===== src/rtl/fetch_unit_if.sv =====
// Instruction-memory bus between the fetch unit (master) and memory (slave).
// imem_ready/imem_rdata always refer to the address presented in the same cycle.
interface fetch_unit_if;
  logic        req;
  logic [31:0] addr;
  logic        ready;
  logic [31:0] rdata;

  modport master (output req, addr, input  ready, rdata);
  modport slave  (input  req, addr, output ready, rdata);
endinterface


===== src/rtl/fetch_unit.sv =====
// Instruction fetch unit: drives the PC register's next value, fetches from
// instruction memory and fills the IF/ID register. A one-entry skid buffer
// absorbs a word that returns while ID is stalled, so no refetch is needed.
module fetch_unit #(
  parameter logic [31:0] RESET_PC = 32'h0000_0000
) (
  input  logic         clk,
  input  logic         reset,
  input  logic [31:0]  pc,
  output logic [31:0]  new_pc,
  fetch_unit_if.master imem,
  input  logic         stall,
  input  logic         redirect,
  input  logic [31:0]  redirect_target,
  output logic         if_valid,
  output logic [31:0]  if_instr,
  output logic [31:0]  if_pc4,
  output logic [31:0]  fetch_count
);

  typedef enum logic {S_FETCH = 1'b0, S_FULL = 1'b1} state_t;

  state_t      state, state_nxt;
  logic [31:0] skid_instr, skid_pc4;
  logic [31:0] pc4;
  logic        accept;
  logic        ld_mem, ld_skid, cap_skid, bubble;

  assign accept    = !stall;
  assign pc4       = pc + 32'd4;
  assign imem.addr = pc;

  // Next state, next PC, request and IF/ID load controls; redirect then reset override.
  always_comb begin
    state_nxt = state;
    new_pc    = pc;
    imem.req  = 1'b0;
    ld_mem    = 1'b0;
    ld_skid   = 1'b0;
    cap_skid  = 1'b0;
    bubble    = 1'b0;
    case (state)
      S_FETCH: begin
        imem.req = 1'b1;
        if (imem.ready) begin
          new_pc = pc4;
          if (accept) ld_mem = 1'b1;
          else begin
            cap_skid  = 1'b1;
            state_nxt = S_FULL;
          end
        end else if (accept) begin
          bubble = 1'b1;
        end
      end
      S_FULL: begin
        if (accept) begin
          ld_skid   = 1'b1;
          state_nxt = S_FETCH;
        end
      end
      default: state_nxt = S_FETCH;
    endcase
    // Redirect flushes IF/ID, drops any returning word and abandons the skid.
    if (redirect) begin
      new_pc    = redirect_target & ~32'h3;
      state_nxt = S_FETCH;
      ld_mem    = 1'b0;
      ld_skid   = 1'b0;
      cap_skid  = 1'b0;
      bubble    = 1'b1;
    end
    // While reset is held the PC register is steered to RESET_PC with no fetch.
    if (!reset) begin
      new_pc   = RESET_PC;
      imem.req = 1'b0;
    end
  end

  // State register.
  always_ff @(posedge clk or negedge reset) begin
    if (!reset) state <= S_FETCH;
    else        state <= state_nxt;
  end

  // IF/ID register, skid buffer and delivered-instruction counter.
  always_ff @(posedge clk or negedge reset) begin
    if (!reset) begin
      if_valid    <= 1'b0;
      if_instr    <= 32'h0;
      if_pc4      <= 32'h0;
      skid_instr  <= 32'h0;
      skid_pc4    <= 32'h0;
      fetch_count <= 32'h0;
    end else begin
      if (ld_mem) begin
        if_valid <= 1'b1;
        if_instr <= imem.rdata;
        if_pc4   <= pc4;
      end else if (ld_skid) begin
        if_valid <= 1'b1;
        if_instr <= skid_instr;
        if_pc4   <= skid_pc4;
      end else if (bubble) begin
        if_valid <= 1'b0;
      end
      if (ld_mem || ld_skid) fetch_count <= fetch_count + 32'd1;
      if (cap_skid) begin
        skid_instr <= imem.rdata;
        skid_pc4   <= pc4;
      end else if (redirect) begin
        skid_instr <= 32'h0;
        skid_pc4   <= 32'h0;
      end
    end
  end

endmodule


===== src/flat_wrapper.sv =====
// flat-port wrapper written by rule: the top's interface ports become plain ports
module fetch_unit_flat 
#(
  parameter logic [31:0] RESET_PC = 32'h0000_0000
)
  (clk, reset, pc, new_pc, stall, redirect, redirect_target, if_valid, if_instr, if_pc4, fetch_count, imem_req, imem_addr, imem_ready, imem_rdata);
  fetch_unit_if imem_i ();
  input  logic clk;
  input  logic reset;
  input  logic [31:0] pc;
  output logic [31:0] new_pc;
  input  logic stall;
  input  logic redirect;
  input  logic [31:0] redirect_target;
  output logic if_valid;
  output logic [31:0] if_instr;
  output logic [31:0] if_pc4;
  output logic [31:0] fetch_count;
  output wire logic [$bits(imem_i.req)-1:0] imem_req;
  output wire logic [$bits(imem_i.addr)-1:0] imem_addr;
  input wire logic [$bits(imem_i.ready)-1:0] imem_ready;
  input wire logic [$bits(imem_i.rdata)-1:0] imem_rdata;
  assign imem_req = imem_i.req;
  assign imem_addr = imem_i.addr;
  assign imem_i.ready = imem_ready;
  assign imem_i.rdata = imem_rdata;
  fetch_unit #(.RESET_PC(RESET_PC)) u_core (.clk(clk), .reset(reset), .pc(pc), .new_pc(new_pc), .imem(imem_i), .stall(stall), .redirect(redirect), .redirect_target(redirect_target), .if_valid(if_valid), .if_instr(if_instr), .if_pc4(if_pc4), .fetch_count(fetch_count));
endmodule

===== config.mk =====
export PLATFORM = sky130hd
export DESIGN_NAME = fetch_unit_flat
export DESIGN_NICKNAME = d
export VERILOG_FILES = /design/src/rtl/fetch_unit_if.sv /design/src/rtl/fetch_unit.sv /design/src/flat_wrapper.sv
export SDC_FILE = /design/constraint.sdc
export NUM_CORES = 1
export LEC_CHECK = 0
export CAP_MARGIN = 10
export CORE_ASPECT_RATIO = 0.75
export CORE_MARGIN = 3
export CORE_UTILIZATION = 45
export DETAILED_ROUTE_END_ITERATION = 10
export PLACE_DENSITY = 0.78
export SYNTH_ARGS = -nofsm -noshare
export SYNTH_HDL_FRONTEND = slang
export SYNTH_SLANG_ARGS = --single-unit
export TNS_END_PERCENT = 50

===== constraint.sdc =====
create_clock -name clk -period 3.8 [get_ports clk]
set_input_delay 0.57 -clock clk [delete_from_list [all_inputs] [get_ports clk]]
set_output_delay 0.57 -clock clk [all_outputs]
set_load 0.02 [all_outputs]

==> run metrics <==
status complete, no violations; per-cell routed wire length 19.0 um; most used flip-flop cell after synthesis dfrtp_1; Relative slew margins 0.359; WHS 0.0328 ns; Post-DRT Antenna Nets 0; Synth Instances 858; internal reg-to-reg setup slack 1.38 ns; Yosys top cell area share 0.496; Die Footprint 19800 um^2; total number of clock tree sinks 162; top cell types by occurrence after synthesis dfrtp_1, o21ai_0, nand2_1; cells taking the most area after synthesis dfrtp_1, o21ai_0, nand2_1, xnor2_1, xor2_1; Crit Path Class in2out; number of port buffers 260; First DRT Iteration DRCs 657; hold_buf cts 0; total gr overflow 0; total negative setup slack 0 ns; Die Height 123 um; largest net degree at the start of global routing 91; number of hold-slack violations in the final timing report 0; type of destination of the critical path output pin; buffer cell driving the clock tree root clkbuf_16; Starting Density 0.461; number of nets in the finished design 1199; Netlist Area Pre-Place 8170 um^2; ratio of routed vias to standard cells 5.55; GRT Resource Usage Total 0.259; Inserted Clock Buffers 17; total length of routed wires 25700 um; CTS tree done; peak supply drop 0.270 mV; maximum root-to-sink buffer count 2; boundary pin count 263; estimated wirelength of the detail-placed design 18200 um; maximum level of the CTS H-tree 4; crit-path leading delay family buffers and inverters; Synth area leader dfrtp_1; Std-Cell Core Area 17700 um^2; required time at the worst-slack endpoint 3.23 ns; Seq cells post-synth 162; dpl cell area 11000 um^2; Fillers 1444; Layout area overhead 41.8%; Pins Over Slew Limit 0; initial antenna violation count 1; max-cap check violation count 0; Final WS setup 0.123 ns; layout cells sized above 1 0.0929; Worst Skew 0.0101 ns; Post-Syn Area per Cell 9.53 um^2; Final setup viols 0; number of vias in the routed layout 7500; dominant cell type by count on the critical path clkdlybuf4s50_1; area of all placed cells without fillers 11600 um^2; clock transition at the registers of the reported paths 0.07 ns; cell with the largest stage delay on the worst path clkdlybuf4s50_1; DRC 0; Worst path max stage delay 0.62 ns; most numerous cell in the Yosys netlist dfrtp_1; share of flip-flops with an asynchronous set or reset after synthesis 1.00; DR pass1 iterations 5; final clock period utilization by the worst path 0.968; worst slack after detailed placement 0.0989 ns; share of synthesized area occupied by flip-flops and latches 0.496; final worst path period need 3.68 ns; count of flip-flops with a built-in enable after synthesis 0; P_leak 4.84 nW; post-synth cell types 41; startpoint type of the worst setup path primary input; source-to-sink clock delay at the later pin of the worst-skew pair 0.43 ns; worst path buffer plus inverter count 3; number of global-route vias before repair 7221; highest clock frequency the design can meet 272 MHz; nets in the synthesized netlist 961; final estimated routing congestion in global placement 0.867; worst endpoint data arrival time 3.11 ns; Overall Power 4.78 mW; Yosys Warn Count 0; global-route wire length before repair 40000 um; number of buffers inserted to repair setup after CTS 0; Die Width 162 um; Hold Path Class in2async; Placement Rows 42; transition time at the pin with the least slew margin 0.962 ns; cell-by-cell listing of the critical path clkdlybuf4s50_1, ha_1, nand3_1, nor4_4, buf_12, nand4_1, xnor2_1, a21oi_1, clkdlybuf4s50_1; setup repair after global routing missed its margin no; CP Max Fanout 10; pwr dens 413 nW/um^2
## cell usage in the layout, fill, tap and decap left out, types with 2 or more instances in the layout
master           instances
clkinv_4                 5
xor2_1                  41
clkdlybuf4s50_1        254
and2_1                   5
or3_1                   22
xnor2_1                 45
nor2_1                  20
buf_12                   3
o21ai_1                  2
and4_1                   4
nand3_1                 25
nand4_1                 29
dlymetal6s2s_1           3
buf_4                   49
o211a_1                  2
nor3_2                   2
nor4_4                   2
inv_6                    2
nand2_1                107
o21ai_0                116
nor4_2                   4
nor3_1                   7
o22ai_1                 40
clkbuf_16               17
ha_1                     2
dfrtp_1                162
a21oi_1                 47
inv_1                   11
nor2b_1                  3
or2_2                    2
and3_1                  15
a22o_1                  37
clkinvlp_4               3
clkinv_2                 2
## final cells by class
class,instances,area [um^2],share of cell area
Tap cell,242,303,0.0261
Sequential cell,162,4050,0.350
Multi-Input combinational cell,594,3620,0.313
Timing Repair Buffer,310,3020,0.260
Inverter,11,41.3,0.00356
Clock inverter,13,105,0.00907
Antenna cell,1,2.50,0.000216
Clock buffer,19,443,0.0382
## final timing paths
check | startpoint | endpoint | cells after the start
max in group asynchronous | reset | u_core.fetch_count[20] | 2
setup reg to reg | u_core.state | u_core.if_instr[15] | 7
min in group clk | u_core.fetch_count[31] | u_core.fetch_count[31] | 1
setup / recovery | pc[3] | new_pc[20] | 9
hold reg to reg | u_core.fetch_count[31] | u_core.fetch_count[31] | 1
hold / removal | reset | u_core.if_instr[23] | 1
## cells by family (layout without fill, tap and decap cells)
| kind of cell | count (synthesis) | in the layout | synth area share |
|---|---|---|---|
| other cells | 0 | 1 | 0 |
| buf+inv | 102 | 353 | 0.0648 |
| simple gates | 256 | 256 | 0.164 |
| fa+ha+maj | 2 | 2 | 0.00306 |
| flops | 162 | 162 | 0.496 |
| xor+xnor | 87 | 87 | 0.0942 |
| compound gates | 249 | 249 | 0.178 |
## routing by layer
metal | track usage | up-vias | routed length (um)
met4 | 0.0852 | 0 | 516
li1 | - | 3493 | -
met5 | 0 | - | 0
met2 | 0.390 | 311 | 11600
met3 | 0.0752 | 40 | 1990
met1 | 0.361 | 3656 | 11600
## power breakdown
part           total, mW  leakage (nW)  internal (mW)  switching, mW
combinational       1.18          2.44          0.542          0.637
sequential          2.01          2.13           1.89          0.120
clock               1.60         0.262          0.863          0.732
total               4.78          4.84           3.29           1.49
## through the flow
stage	std cells	utilization
CTS	1351	0.654
global route	1352	0.655
floorplan	858	-
global placement	1319	0.623
finish	1352	0.655
detailed placement	1319	0.623
## sequential cells by signal (all words and copies together), names as in the netlist
| name | cells |
|---|---|
| u_core.fetch_count | 32 |
| u_core.if_instr | 32 |
| u_core.if_pc4 | 32 |
| u_core.skid_instr | 32 |
| u_core.skid_pc4 | 32 |
| u_core.if_valid | 1 |
| u_core.state | 1 |
## repair_timing
item / 4_1_cts / 5_1_grt
setup endpoints to repair: 0 / 3
endpoints found under the hold margin: 0 / 0
gates resized for setup: 0 / 3
Power figures use the tool's default switching activity.
